==> src/rtl/compressor_sequencer.sv <==
//=============================================================================
// Module   : compressor_sequencer
// Purpose  : Loads ROWS row words, then streams them MSB first, one bit per
//            row per cycle, into an external shift-register harness that
//            feeds a combinational compressor. After SETTLE further cycles
//            the compressor output is captured and offered on a
//            valid/ready result port.
// Ports    : clk, rst        - clock, asynchronous active-high reset
//            ld_valid/ready  - row beat handshake, ld_data = row word
//            src_bit[ROWS]   - registered serial bits into the harness
//            dst_bus[OUT_W]  - compressor outputs from the harness
//            res_valid/ready - result handshake, res_data = captured result
//            busy            - high whenever the block is not in LOAD
//            job_count[16]   - saturating count of consumed results
//                              (present only with COMPSEQ_PERF_EN)
// Config   : define COMPSEQ_PERF_EN to add the job_count output.
// Revision : 1.0 - initial release
//=============================================================================
`default_nettype none

module compressor_sequencer #(
  parameter int ROWS   = 31,
  parameter int WIDTH  = 31,
  parameter int OUT_W  = 36,
  parameter int SETTLE = 2
) (
  input  logic             clk,
  input  logic             rst,
  input  logic             ld_valid,
  output logic             ld_ready,
  input  logic [WIDTH-1:0] ld_data,
  output logic [ROWS-1:0]  src_bit,
  input  logic [OUT_W-1:0] dst_bus,
  output logic             res_valid,
  input  logic             res_ready,
  output logic [OUT_W-1:0] res_data,
`ifdef COMPSEQ_PERF_EN
  output logic [15:0]      job_count,
`endif
  output logic             busy
);

  localparam int RW = (ROWS  > 1) ? $clog2(ROWS)  : 1;
  localparam int KW = (WIDTH > 1) ? $clog2(WIDTH) : 1;
  localparam int WW = 4;  // SETTLE is at most 15

  localparam logic [RW-1:0] R_LAST = RW'(ROWS - 1);
  localparam logic [KW-1:0] K_LAST = KW'(WIDTH - 1);
  localparam logic [KW-1:0] K_TOP  = KW'(WIDTH - 2);
  localparam logic [WW-1:0] W_LAST = WW'(SETTLE - 1);

  typedef enum logic [1:0] {
    LOAD  = 2'd0,
    SHIFT = 2'd1,
    WAIT  = 2'd2,
    DONE  = 2'd3
  } state_t;

  state_t            state, state_d;
  logic [RW-1:0]     r, r_d;
  logic [KW-1:0]     k, k_d;
  logic [WW-1:0]     w, w_d;
  logic [ROWS-1:0]   src_d;
  logic              res_valid_d;
  logic              capture;
  logic              ld_fire;
  logic [KW-1:0]     sel;

  // Row storage is never reset: every job rewrites all ROWS entries.
  logic [WIDTH-1:0]  row_mem [ROWS];

  assign ld_ready = (state == LOAD);
  assign busy     = (state != LOAD);
  assign ld_fire  = ld_valid && (state == LOAD);

  // src_bit is registered, so the bit for SHIFT cycle k+1 is selected while
  // in cycle k. Cycle 0's bit is chosen on the final load beat, when the last
  // row is still on ld_data rather than in storage.
  assign sel = K_TOP - k;

  always_ff @(posedge clk) begin
    if (ld_fire) begin
      row_mem[r] <= ld_data;
    end
  end

  always_comb begin
    state_d     = state;
    r_d         = r;
    k_d         = k;
    w_d         = w;
    src_d       = '0;
    res_valid_d = res_valid;
    capture     = 1'b0;

    case (state)
      LOAD: begin
        if (ld_valid) begin
          if (r == R_LAST) begin
            state_d = SHIFT;
            r_d     = '0;
            k_d     = '0;
            for (int i = 0; i < ROWS - 1; i++) begin
              src_d[i] = row_mem[i][WIDTH-1];
            end
            src_d[ROWS-1] = ld_data[WIDTH-1];
          end else begin
            r_d = r + 1'b1;
          end
        end
      end
      SHIFT: begin
        if (k == K_LAST) begin
          state_d = WAIT;
          k_d     = '0;
          w_d     = '0;
        end else begin
          k_d = k + 1'b1;
          for (int i = 0; i < ROWS; i++) begin
            src_d[i] = row_mem[i][sel];
          end
        end
      end
      WAIT: begin
        if (w == W_LAST) begin
          state_d     = DONE;
          capture     = 1'b1;
          res_valid_d = 1'b1;
        end else begin
          w_d = w + 1'b1;
        end
      end
      DONE: begin
        if (res_ready) begin
          state_d     = LOAD;
          res_valid_d = 1'b0;
        end
      end
      default: begin
        state_d = LOAD;
      end
    endcase
  end

  always_ff @(posedge clk or posedge rst) begin
    if (rst) begin
      state     <= LOAD;
      r         <= '0;
      k         <= '0;
      w         <= '0;
      src_bit   <= '0;
      res_valid <= 1'b0;
      res_data  <= '0;
    end else begin
      state     <= state_d;
      r         <= r_d;
      k         <= k_d;
      w         <= w_d;
      src_bit   <= src_d;
      res_valid <= res_valid_d;
      if (capture) begin
        res_data <= dst_bus;
      end
    end
  end

`ifdef COMPSEQ_PERF_EN
  always_ff @(posedge clk or posedge rst) begin
    if (rst) begin
      job_count <= '0;
    end else if (res_valid && res_ready && (job_count != 16'hFFFF)) begin
      job_count <= job_count + 16'd1;
    end
  end
`endif

endmodule

`default_nettype wire
==> config.mk <==
export PLATFORM = sky130hd
export DESIGN_NAME = compressor_sequencer
export DESIGN_NICKNAME = d
export VERILOG_FILES = /design/src/rtl/compressor_sequencer.sv
export SDC_FILE = /design/constraint.sdc
export NUM_CORES = 1
export LEC_CHECK = 0
export ABC_AREA = 1
export BUFFER_PORTS_ARGS = -buffer_cell sky130_fd_sc_hd__buf_2
export CAP_MARGIN = 20
export CORE_MARGIN = 4
export CORE_UTILIZATION = 30
export DETAILED_ROUTE_END_ITERATION = 10
export SYNTH_ARGS = -nofsm -noshare
export SYNTH_HDL_FRONTEND = slang
export SYNTH_SLANG_ARGS = --single-unit
export TNS_END_PERCENT = 100
==> constraint.sdc <==
create_clock -name clk -period 4.79 [get_ports clk]
set_input_delay 0.2395 -clock clk [delete_from_list [all_inputs] [get_ports clk]]
set_output_delay 0.2395 -clock clk [all_outputs]
set_load 0.05 [all_outputs]
# After elaboration in Yosys (flattened, before gate mapping)
# Memories as Yosys holds them, arrays and structs flattened.
# Cells that the tools add are included.
# totals
reg_bits,84
mem_bits_rw,961
memories,1
output_inout_bits,70
# classes
add_sub_neg,4
n_reduce_logical,11
magnitude_cmp,1
eq_ne,12
muxes,87
# memory_table
name,depth,word_bits,read_ports,rd_clocked_by_memory_dff,write_ports,line,text
row_mem,31,31,31,0,1,70,logic [WIDTH-1:0] row_mem [ROWS];
# op_table
operator,count
$bmux 1 s5,31
$mux 31,3
$pmux 31 s2,1
$mux 1,37
$mux 5,4
$add 5x1->5 const B,2
$eq 5x5->1 const B,2
$mux 2,5
$ne 2x2->1 const B,5
$pmux 5 s2,1
$reduce_and 3->1,3
$mux 4,2
$pmux 2 s4,1
$pmux 4 s2,1
$reduce_bool 2->1,4
$lt 5x6->1 const B,1
$reduce_and 5->1,1
$sub 5x5->5 const A,1
$add 4x1->4 const B,1
$eq 2x2->1 const B,2
$eq 4x1->1 const B,1
$eq 2x1->1 const B,1
$logic_not 2->1,1
$ne 2x1->1 const B,1
3 further kinds,3

# Logic depth before layout (Yosys ltp)
# Gate-level depths: netlist (run 1).
# logic_depth
depth_word,5
mapped_depth,12
ltp_nobuf,10

# Worst setup path before layout (run 1)
# Ideal clock, no wire load.
# synth_timing
path_kind,reg-to-reg
start,register state[0]
end,"memory row_mem[7][0], enable pin"
required_time_ns,4.332
path_slack_ns,0.846
stages_incl_launch_ff,5
synth_period_minus_slack_ns,3.944
t_arrival_ns,3.486
n_path_buf,0
setup_time_ns,0.458
cell_sequence,dfrtp_1 inv_1 ha_1 nand2_1 nor3_1
# synth_via
elab_chain_len,4
# synth_lines
item,line,text
from (decl),59,"state_t state, state_d;"
from (signal assigned),155,state <= state_d;
$logic_not 2->1,--,
net ld_ready,30,"output logic ld_ready,"
$logic_and 1x1->1,74,assign ld_fire = ld_valid && (state == LOAD);
$mux 1,82,if (ld_fire) begin
$mux 1 (implied by the code),83,row_mem[r] <= ld_data;
to (decl),70,
# The timed path passes the listed nets, and every way through them passes these cells.

# Final worst setup path (run 1)
# layout_timing
start,register state[1]
end,"memory row_mem[0][0], enable pin"
# layout_via
elab_chain_len,4
# layout_lines
item,line
$logic_not 2->1,74
$logic_and 1x1->1,74
$mux 1,82
$mux 1 (implied by the code),83
# Every way passes these cells.

==> report_table.html, run 1 <==
<table>
<tr><th>Metric</th><th>Value</th></tr>
<tr><th colspan="2">Final layout</th></tr>
<tr><td>Area added between synthesis and finish</td><td>14.9%</td></tr>
<tr><td>Fraction of layout instances using a drive strength above 1</td><td>between 10% and 20%</td></tr>
<tr><td>Number of nets in the final layout</td><td>around 4,400</td></tr>
<tr><td>Leading cell types in the layout, fill and taps excluded</td><td>1,282 x nand2_1, 961 x edfxtp_1, 853 x nand3_1</td></tr>
<tr><td>Most common cell after layout, fill and taps aside</td><td>nand2_1</td></tr>
<tr><td>Area used by multi-input combinational logic</td><td>around 10,000 µm²</td></tr>
<tr><td>Filler cell count</td><td>roughly 15,000</td></tr>
<tr><td>Sequential standard cell area</td><td>around 31,000 µm²</td></tr>
<tr><th colspan="2">Routing</th></tr>
<tr><td>Via-per-instance ratio</td><td>roughly 4.7</td></tr>
<tr><td>Number of antenna-violating nets in the routed design</td><td>0</td></tr>
<tr><td>Total vias in the final route</td><td>30,200</td></tr>
<tr><td>Detailed-routing iteration count for the pre-antenna-repair pass</td><td>8</td></tr>
<tr><td>DR WL/cell</td><td>between 15 and 20 µm</td></tr>
<tr><td>Drt drc</td><td>0</td></tr>
<tr><td>Initial DRC count</td><td>slightly above 3,000</td></tr>
<tr><td>Routed wire length</td><td>127,000 µm</td></tr>
<tr><th colspan="2">CTS</th></tr>
<tr><td>CTS tree</td><td>yes</td></tr>
<tr><td>Max Root-Sink Buffers</td><td>3</td></tr>
<tr><td>Post-CTS clock slew at the launch and capture registers of the worst setup and hold paths</td><td>~0.07 ns</td></tr>
<tr><td>Number of clock sinks</td><td>around 1,000</td></tr>
<tr><td>CTS hold repair buffers</td><td>38</td></tr>
<tr><td>Max H-tree Level</td><td>3</td></tr>
<tr><td>Clock buffers created by TritonCTS</td><td>just over 100</td></tr>
<tr><td>Insertion delay to the later sink of the worst-skew pair</td><td>0.70 ns</td></tr>
<tr><td>Clock Tree Root</td><td>clkbuf_16</td></tr>
<tr><td>Number of instances resized during post-cts repair</td><td>0</td></tr>
<tr><td>Number of setup buffers added after CTS</td><td>0</td></tr>
<tr><th colspan="2">Global routing</th></tr>
<tr><td>Largest net degree at the start of global routing</td><td>slightly above 200</td></tr>
<tr><td>Number of global-route vias before repair</td><td>~29,000</td></tr>
<tr><td>Total track usage</td><td>roughly 16%</td></tr>
<tr><td>First-pass GRT wire length</td><td>189,000 µm</td></tr>
<tr><td>Initial antenna violation count</td><td>20</td></tr>
<tr><td>Total grt overflow</td><td>0</td></tr>
<tr><th colspan="2">Power</th></tr>
<tr><td>Sequential power share</td><td>roughly two fifths</td></tr>
<tr><td>Net switching power figure</td><td>between 0.008 and 0.009 W</td></tr>
<tr><td>Cell leakage power</td><td>around 21 nW</td></tr>
<tr><td>Worst vdd ir</td><td>around 0.4 mV</td></tr>
<tr><td>Ratio of total power to cell area</td><td>504 nW/µm²</td></tr>
<tr><td>Switching share of power</td><td>34.4%</td></tr>
<tr><td>Power share of the combinational group</td><td>between 20% and 30%</td></tr>
<tr><td>Internal portion of total power</td><td>0.0170 W</td></tr>
<tr><td>Clock power share</td><td>a little under a third</td></tr>
<tr><th colspan="2">Setup path</th></tr>
<tr><td>Critical path origin</td><td>state[1]$_DFFE_PP0P_</td></tr>
<tr><td>Worst flop-to-flop path endpoint</td><td>row_mem[0][0]$_DFFE_PP_</td></tr>
<tr><td>Critical Path Sink Type</td><td>register</td></tr>
<tr><td>Crit path required time</td><td>approximately 5.2 ns</td></tr>
<tr><td>Critical path start-end classification</td><td>reg -&gt; reg</td></tr>
<tr><td>Capture point of the worst path</td><td>row_mem[0][0]$_DFFE_PP_</td></tr>
<tr><td>Number of cells on the worst reg-to-reg path</td><td>7</td></tr>
<tr><td>Worst reg-to-reg setup slack</td><td>between 1.5 and 2 ns</td></tr>
<tr><td>FF-to-FF Start</td><td>state[1]$_DFFE_PP0P_</td></tr>
<tr><td>Highest fanout seen on the critical path</td><td>16</td></tr>
<tr><td>Launching element type of the critical path</td><td>register</td></tr>
<tr><td>Worst endpoint data arrival time</td><td>~3.6 ns</td></tr>
<tr><th colspan="2">Timing</th></tr>
<tr><td>Post-Route Skew</td><td>a little under 0.03 ns</td></tr>
<tr><td>Post-route fraction of the period consumed by the critical path</td><td>67.6%</td></tr>
<tr><td>Slew Viols, Final</td><td>0</td></tr>
<tr><td>Setup repair after global routing missed its margin</td><td>false</td></tr>
<tr><td>Slew at the pin closest to its max-slew limit</td><td>around 1.2 ns</td></tr>
<tr><td>Final Hold Fails</td><td>0</td></tr>
<tr><td>Final count of negative-setup-slack endpoints</td><td>0</td></tr>
<tr><td>Setup_tns</td><td>0 ns</td></tr>
<tr><td>Highest clock frequency the design can meet</td><td>just over 300 MHz</td></tr>
<tr><td>Remaining max-slew budget at the tightest pin</td><td>about a fifth</td></tr>
<tr><td>Minimum period implied by the final worst setup slack</td><td>~3.2 ns</td></tr>
<tr><td>Worst Hold Slack</td><td>around 0.12 ns</td></tr>
<tr><th colspan="2">Floorplan</th></tr>
<tr><td>Core Box Area</td><td>about 150,000 µm²</td></tr>
<tr><td>Initial core utilization</td><td>between 30 and 40%</td></tr>
<tr><td>I/O Pins</td><td>141</td></tr>
<tr><td>Vert. Die Dim</td><td>about 390 µm</td></tr>
<tr><td>Chip Width</td><td>approximately 400 µm</td></tr>
<tr><td>Overall die area</td><td>155,000 µm²</td></tr>
<tr><td>Core Rows</td><td>between 100 and 150</td></tr>
<tr><th colspan="2">Yosys</th></tr>
<tr><td>Post-Syn Area per Cell</td><td>10.6 µm²</td></tr>
<tr><td>Number of distinct library cells after synthesis</td><td>30</td></tr>
<tr><td>Mapped Cells</td><td>4,228</td></tr>
<tr><td>Number of flops mapped to enable cells by yosys</td><td>roughly 960</td></tr>
<tr><td>Post-synth design cell area</td><td>roughly 45,000 µm²</td></tr>
<tr><td>Yosys warning count</td><td>0</td></tr>
<tr><td>Proportion of register bits with asynchronous set or reset after synthesis</td><td>8.04%</td></tr>
<tr><td>Post-synthesis sequential element count</td><td>approximately 1,000</td></tr>
<tr><td>Synthesized Nets</td><td>between 4,000 and 5,000</td></tr>
<tr><td>Sequential cell area fraction in the yosys report</td><td>69.3%</td></tr>
<tr><td>Flip-flop cell with the highest count after synthesis</td><td>edfxtp_1</td></tr>
<tr><th colspan="2">Place</th></tr>
<tr><td>Number of I/O port buffers</td><td>140</td></tr>
<tr><td>Detailed placer's ending HPWL</td><td>64,100 µm</td></tr>
<tr><td>RD Place Congestion</td><td>just over 0.8</td></tr>
<tr><th colspan="2">Run status</th></tr>
<tr><td>Result of the run</td><td>finished, final reports clean</td></tr>
<tr><th colspan="2">Hold path</th></tr>
<tr><td>Class of the tightest hold or removal check</td><td>in -&gt; reg</td></tr>
<tr><th colspan="2">Flow run</th></tr>
<tr><td>Number of violations of the max-capacitance limit</td><td>0</td></tr>
</table>
## power by group through the flow
stage / logic (W) / clock network [W] / registers (W)
finish: 0.00693 / 0.00823 / 0.0107
global placement: 0.00682 / 0 / 0.0109
global route: 0.00762 / 0.00875 / 0.0107
floorplan: 0.00413 / 0 / 0.0116
CTS: 0.00694 / 0.00839 / 0.0107
detailed placement: 0.00689 / 0 / 0.0109
## critical path: stages, from the launching register on
cell     delay (ns)
dfrtp_1        0.41
inv_1          0.11
ha_1           0.41
nand2_1        0.26
inv_2          0.16
nand2_1        0.42
nor2_2         0.78
buf_4          0.37
## layout make-up
class	count	area share (%)
flip-flops and latches	1045	60.3
well taps	1930	4.71
repair buffers	231	3.23
diodes	2	0.00975
clock buffers	145	5.57
clock inverters	49	1.10
multi-input cells	2315	20.3
inverters	648	4.78
## through the flow
stage | instance area (µm²) | utilization (%) | power [W] | std cells | setup WS (ns)
6_report | 51300 | 34.7 | 0.0259 | 6365 | 1.55
5_1_grt | 51300 | 34.7 | 0.0271 | 6364 | 1.41
4_1_cts | 51200 | 34.7 | 0.0260 | 6359 | 1.62
3_5_place_dp | 47400 | 32.1 | 0.0178 | 6127 | 1.62
3_3_place_gp | 47400 | 32.1 | 0.0177 | 6125 | 1.70
2_1_floorplan | 44600 | - | 0.0157 | 4228 | 0.846
## synth_stat cells (4+ instances only)
cell type	count	area share, %
nand2_1	1282	11
a21oi_1	5	0.056
buf_1	22	0.18
dfrtp_1	84	4.7
nand3_1	853	9.6
nor2_1	38	0.32
o21ai_0	7	0.078
buf_2	145	1.6
xor2_1	4	0.078
or2_2	92	1.3
edfxtp_1	961	65
inv_1	640	5.4
ha_1	14	0.39
clkbuf_1	47	0.40
inv_2	8	0.067
## cells by family (layout without fill, tap and decap cells)
kind of cell | Yosys count | count (layout) | share of synthesized area, %
and+or+nand+nor | 2274 | 2274 | 22.1
DFF | 1045 | 1045 | 69.3
buffers and inverters | 868 | 1073 | 7.78
AOI/OAI and AO/OA | 21 | 21 | 0.272
adders and majority gates | 14 | 14 | 0.392
xor gates and xnor gates | 5 | 5 | 0.115
muxes | 1 | 1 | 0.0224
other | 0 | 2 | 0
## layer usage
metal,GRT usage (%),wire length [µm],part of all wire (%)
met1,21.9,54300,43
met4,4.50,3650,2.9
met2,26.3,60100,47
met3,2.33,8730,6.9
met5,0,13,0.010
## sequential cells by signal, summed over array words and instances (netlist names)
signal,count
row_mem,961
res_data,36
src_bit,31
k,5
r,5
w,4
state,2
res_valid,1
## worst min path at each step
stage	end	depth (start not counted)	start	slack, ns
2_1_floorplan	row_mem[0][0]$_DFFE_PP_	0	ld_data[0]	0.34
3_3_place_gp	res_data[0]$_DFFE_PP0P_	2	rst	0.42
3_5_place_dp	res_data[0]$_DFFE_PP0P_	2	rst	0.43
4_1_cts	r[0]$_DFFE_PP0P_	4	ld_valid	0.08
5_1_grt	r[2]$_DFFE_PP0P_	4	ld_valid	0.15
6_report	r[0]$_DFFE_PP0P_	4	ld_valid	0.12
No activity file was read; power rests on OpenSTA's default activity.
==> inputs of run 2 (changes only) <==
- ABC_AREA: 1 -> 0
- clock period: 4.79 -> 3.22 ns (I/O delays scaled with it)
==> run 2 against run 1 <==
Compared with the run above:
- the run now ends with hold timing left
- non-clock buffer count is 16 higher
- clock skew is 0.0038 ns lower
- area after synthesis is 11% lower
- die area is 10% lower
- via count is 35% lower
- utilization is 0.97 points higher
- critical path depth is 1 lower
- highest routed layer unchanged
- sequential power is 49% higher
- combinational power hardly changed
- worst hold slack worse by 0.14 ns
==> report_table.html, run 2 <==
<table>
<tr><th>Metric</th><th>Value</th></tr>
<tr><th colspan="2">CTS</th></tr>
<tr><td>Post-CTS clock slew at the launch and capture registers of the worst setup and hold paths</td><td>0.07 ns (about the same)</td></tr>
<tr><td>Number of clock sinks</td><td>1,045 (unchanged)</td></tr>
<tr><td>Max H-tree Level</td><td>3 (unchanged)</td></tr>
<tr><td>Clock buffers created by TritonCTS</td><td>100 (-2.9%)</td></tr>
<tr><td>Max Root-Sink Buffers</td><td>3 (unchanged)</td></tr>
<tr><td>Clock Tree Root</td><td>clkbuf_16</td></tr>
<tr><td>CTS tree</td><td>yes</td></tr>
<tr><td>Insertion delay to the later sink of the worst-skew pair</td><td>0.67 ns (-0.03 ns)</td></tr>
<tr><td>Number of instances resized during post-cts repair</td><td>0 (unchanged)</td></tr>
<tr><th colspan="2">Timing</th></tr>
<tr><td>Minimum period implied by the final worst setup slack</td><td>2.85 ns (-0.390 ns)</td></tr>
<tr><td>Remaining max-slew budget at the tightest pin</td><td>27.6% (+7.4 points)</td></tr>
<tr><td>Post-Route Skew</td><td>0.0261 ns (-0.00378 ns)</td></tr>
<tr><td>Setup repair after global routing missed its margin</td><td>false</td></tr>
<tr><td>Worst Hold Slack</td><td>-0.0178 ns (-0.139 ns)</td></tr>
<tr><td>Highest clock frequency the design can meet</td><td>351 MHz (+14%)</td></tr>
<tr><td>Final count of negative-setup-slack endpoints</td><td>0 (unchanged)</td></tr>
<tr><td>Setup_tns</td><td>0 ns (unchanged)</td></tr>
<tr><td>Slew Viols, Final</td><td>0 (unchanged)</td></tr>
<tr><td>Final Hold Fails</td><td>14 (+14)</td></tr>
<tr><td>Post-route fraction of the period consumed by the critical path</td><td>88.4% (+21 points)</td></tr>
<tr><td>Slew at the pin closest to its max-slew limit</td><td>1.09 ns (-0.111 ns)</td></tr>
<tr><th colspan="2">Power</th></tr>
<tr><td>Total power</td><td>0.0349 W (+35%)</td></tr>
<tr><td>Ratio of total power to cell area</td><td>743 nW/µm² (+47%)</td></tr>
<tr><td>Worst vdd ir</td><td>0.479 mV (+20%)</td></tr>
<tr><td>Cell leakage power</td><td>15.2 nW (-28%)</td></tr>
<tr><th colspan="2">Setup path</th></tr>
<tr><td>Critical Path Sink Type</td><td>register</td></tr>
<tr><td>Critical path start-end classification</td><td>reg -&gt; reg</td></tr>
<tr><td>Critical path origin</td><td>k[1]$_DFFE_PP0P_</td></tr>
<tr><td>FF-to-FF Start</td><td>k[1]$_DFFE_PP0P_</td></tr>
<tr><td>Launching element type of the critical path</td><td>register</td></tr>
<tr><td>Worst endpoint data arrival time</td><td>3.39 ns (-0.23 ns)</td></tr>
<tr><td>Highest fanout seen on the critical path</td><td>11 (-5)</td></tr>
<tr><td>Crit path required time</td><td>3.76 ns (-1.41 ns)</td></tr>
<tr><th colspan="2">Routing</th></tr>
<tr><td>Via-per-instance ratio</td><td>4.99 (+5.0%)</td></tr>
<tr><td>Number of antenna-violating nets in the routed design</td><td>0 (unchanged)</td></tr>
<tr><td>DR WL/cell</td><td>24.9 µm (+25%)</td></tr>
<tr><td>Total vias in the final route</td><td>19,600 (-35%)</td></tr>
<tr><td>Detailed-routing iteration count for the pre-antenna-repair pass</td><td>5 (-3)</td></tr>
<tr><td>Drt drc</td><td>0 (unchanged)</td></tr>
<tr><td>Routed wire length</td><td>97,800 µm (-23%)</td></tr>
<tr><td>Initial DRC count</td><td>2,018 (-34%)</td></tr>
<tr><th colspan="2">Flow run</th></tr>
<tr><td>Number of violations of the max-capacitance limit</td><td>0 (unchanged)</td></tr>
<tr><th colspan="2">Floorplan</th></tr>
<tr><td>Core Box Area</td><td>132,000 µm² (-11%)</td></tr>
<tr><td>Initial core utilization</td><td>30.3% (+0.067 points)</td></tr>
<tr><td>Vert. Die Dim</td><td>373 µm (-5.4%)</td></tr>
<tr><td>I/O Pins</td><td>141 (unchanged)</td></tr>
<tr><td>Overall die area</td><td>139,000 µm² (-10%)</td></tr>
<tr><td>Chip Width</td><td>373 µm (-5.4%)</td></tr>
<tr><td>Core Rows</td><td>133 (-5.7%)</td></tr>
<tr><th colspan="2">Global routing</th></tr>
<tr><td>Total grt overflow</td><td>0 (unchanged)</td></tr>
<tr><td>Largest net degree at the start of global routing</td><td>106 (-48%)</td></tr>
<tr><td>First-pass GRT wire length</td><td>143,000 µm (-24%)</td></tr>
<tr><td>Total track usage</td><td>13.8% (-2.1 points)</td></tr>
<tr><td>Number of global-route vias before repair</td><td>20,400 (-30%)</td></tr>
<tr><td>Initial antenna violation count</td><td>14 (-30%)</td></tr>
<tr><th colspan="2">Yosys</th></tr>
<tr><td>Number of distinct library cells after synthesis</td><td>42 (+40%)</td></tr>
<tr><td>Post-Syn Area per Cell</td><td>21.8 µm² (+110%)</td></tr>
<tr><td>Portion of synthesized cell area occupied by the leading cell type</td><td>72.3% (+7.7 points)</td></tr>
<tr><td>Most common library cells after synthesis</td><td>961 x edfxtp_1, 217 x mux4_2, 93 x mux2i_1</td></tr>
<tr><td>Cell accounting for the most synthesized area</td><td>edfxtp_1</td></tr>
<tr><td>Cell types with the largest area share after synthesis</td><td>edfxtp_1 72%, mux4_2 12%, dfrtp_1 5.3%, mux2i_1 2.3%, a22oi_1 1.2%</td></tr>
<tr><td>Number of flops mapped to enable cells by yosys</td><td>961 (unchanged)</td></tr>
<tr><td>Yosys warning count</td><td>0 (unchanged)</td></tr>
<tr><td>Mapped Cells</td><td>1,827 (-57%)</td></tr>
<tr><td>Post-synth design cell area</td><td>39,900 µm² (-11%)</td></tr>
<tr><td>Flip-flop cell with the highest count after synthesis</td><td>edfxtp_1</td></tr>
<tr><td>Sequential cell area fraction in the yosys report</td><td>77.6% (+8.3 points)</td></tr>
<tr><td>Proportion of register bits with asynchronous set or reset after synthesis</td><td>8.04% (unchanged)</td></tr>
<tr><td>Synthesized Nets</td><td>1,912 (-56%)</td></tr>
<tr><td>Dominant cell by count in the synthesized netlist</td><td>edfxtp_1</td></tr>
<tr><td>Post-synthesis sequential element count</td><td>1,045 (unchanged)</td></tr>
<tr><th colspan="2">Hold path</th></tr>
<tr><td>Class of the tightest hold or removal check</td><td>in -&gt; async</td></tr>
<tr><th colspan="2">Final layout</th></tr>
<tr><td>Flip-flop count of the largest register after layout</td><td>961 (unchanged)</td></tr>
<tr><td>Leading cell types in the layout, fill and taps excluded</td><td>961 x edfxtp_1, 217 x mux4_2, 140 x buf_2</td></tr>
<tr><td>Fraction of layout instances using a drive strength above 1</td><td>30.7% (+20 points)</td></tr>
<tr><td>Register ranked first by flip-flop count</td><td>row_mem</td></tr>
<tr><td>Number of nets in the final layout</td><td>2,161 (-51%)</td></tr>
<tr><td>Area added between synthesis and finish</td><td>17.9%</td></tr>
<tr><td>Layout Cells excl Fill</td><td>3,924 (-38%)</td></tr>
<tr><td>Most common cell after layout, fill and taps aside</td><td>edfxtp_1</td></tr>
<tr><td>Leading registers by flop count</td><td>row_mem: 961 flops, res_data: 36 flops, src_bit: 31 flops</td></tr>
<tr><td>End-of-flow core utilization</td><td>35.7% (+0.97 points)</td></tr>
<tr><th colspan="2">Place</th></tr>
<tr><td>Total placed cells including tap cells</td><td>3,689 (-40%)</td></tr>
<tr><td>RD Place Congestion</td><td>0.740 (-10%)</td></tr>
<tr><td>Detailed placer's ending HPWL</td><td>53,600 µm (-16%)</td></tr>
<tr><td>Number of I/O port buffers</td><td>140 (unchanged)</td></tr>
<tr><th colspan="2">Run status</th></tr>
<tr><td>Result of the run</td><td>complete, but fails checks</td></tr>
<tr><td>Failing checks</td><td>hold timing</td></tr>
</table>
run 2: what timing repair did:
item | CTS | global route
endpoints found under the hold margin | 101 | 0
buffers inserted | 0 | 0
hold buffers | 39 | 0
endpoints found under the setup margin | 0 | 0
run 2: metal layers:
| layer | vias to the layer above | track usage (%) | share of wire, % |
|---|---|---|---|
| li1 | 8189 | - | - |
| met5 | - | 0 | 0.052 |
| met2 | 821 | 23.4 | 50 |
| met1 | 10400 | 17.6 | 39 |
| met3 | 170 | 3.36 | 7.9 |
| met4 | 8 | 4.24 | 2.7 |
run 2: cell families after synthesis:
| kind of cell | after synthesis | synth area share, % |
|---|---|---|
| compound gates | 217 | 3.91 |
| xor+xnor | 3 | 0.0847 |
| fa+ha+maj | 14 | 0.439 |
| buf+inv | 110 | 1.27 |
| flops | 1045 | 77.6 |
| mux | 347 | 15.6 |
| simple gates | 91 | 1.05 |
run 2: report_power, final:
part / total (W) / leakage, nW / switching [W] / internal, W
registers: 0.0159 / 9.70 / 0.000431 / 0.0155
logic: 0.00692 / 3.86 / 0.00434 / 0.00258
clock network: 0.0121 / 1.67 / 0.00497 / 0.00711
run 2: through the flow:
step / setup WS (ns) / hold slack (ns) / cell area [µm²]
global route: 0.277 / 0.00596 / 47000
detailed placement: 0.364 / 0.399 / 43200
floorplan: -0.246 / 0.260 / 39900
CTS: 0.353 / 0.177 / 47000
global placement: 0.392 / 0.396 / 43200
finish: 0.373 / -0.0178 / 47000
run 2: final timing paths:
check,end,slack (ns),cells after the start
worst min-delay path,res_valid$_DFFE_PP0P_,-0.02,3
worst max-delay path,src_bit[30]$_DFF_PP0_,0.37,6
worst min register to register,src_bit[13]$_DFF_PP0_,0.48,1
worst max register to register,src_bit[30]$_DFF_PP0_,0.37,6
min in group clk,row_mem[7][28]$_DFFE_PP_,0.19,1
max in group asynchronous,k[1]$_DFFE_PP0P_,2.61,4
run 2: critical path, stage by stage (launching register included):
cell and delay (ns):
dfrtp_4 0.52, ha_1 0.34, xnor2_4 0.57, mux4_2 0.40
mux2i_1 0.39, o22ai_1 0.19, a211o_1 0.29
run 2: final cells by class:
| cell class | instances | area [µm²] |
|---|---|---|
| diodes | 5 | 12.5 |
| clock buffers | 140 | 2830 |
| clock inverters | 50 | 594 |
| fillers | 12000 | 84800 |
| inverters | 10 | 41.3 |
| multi-input cells | 672 | 8550 |
| flip-flops and latches | 1045 | 31000 |
| well taps | 1755 | 2200 |
| repair buffers | 247 | 1850 |
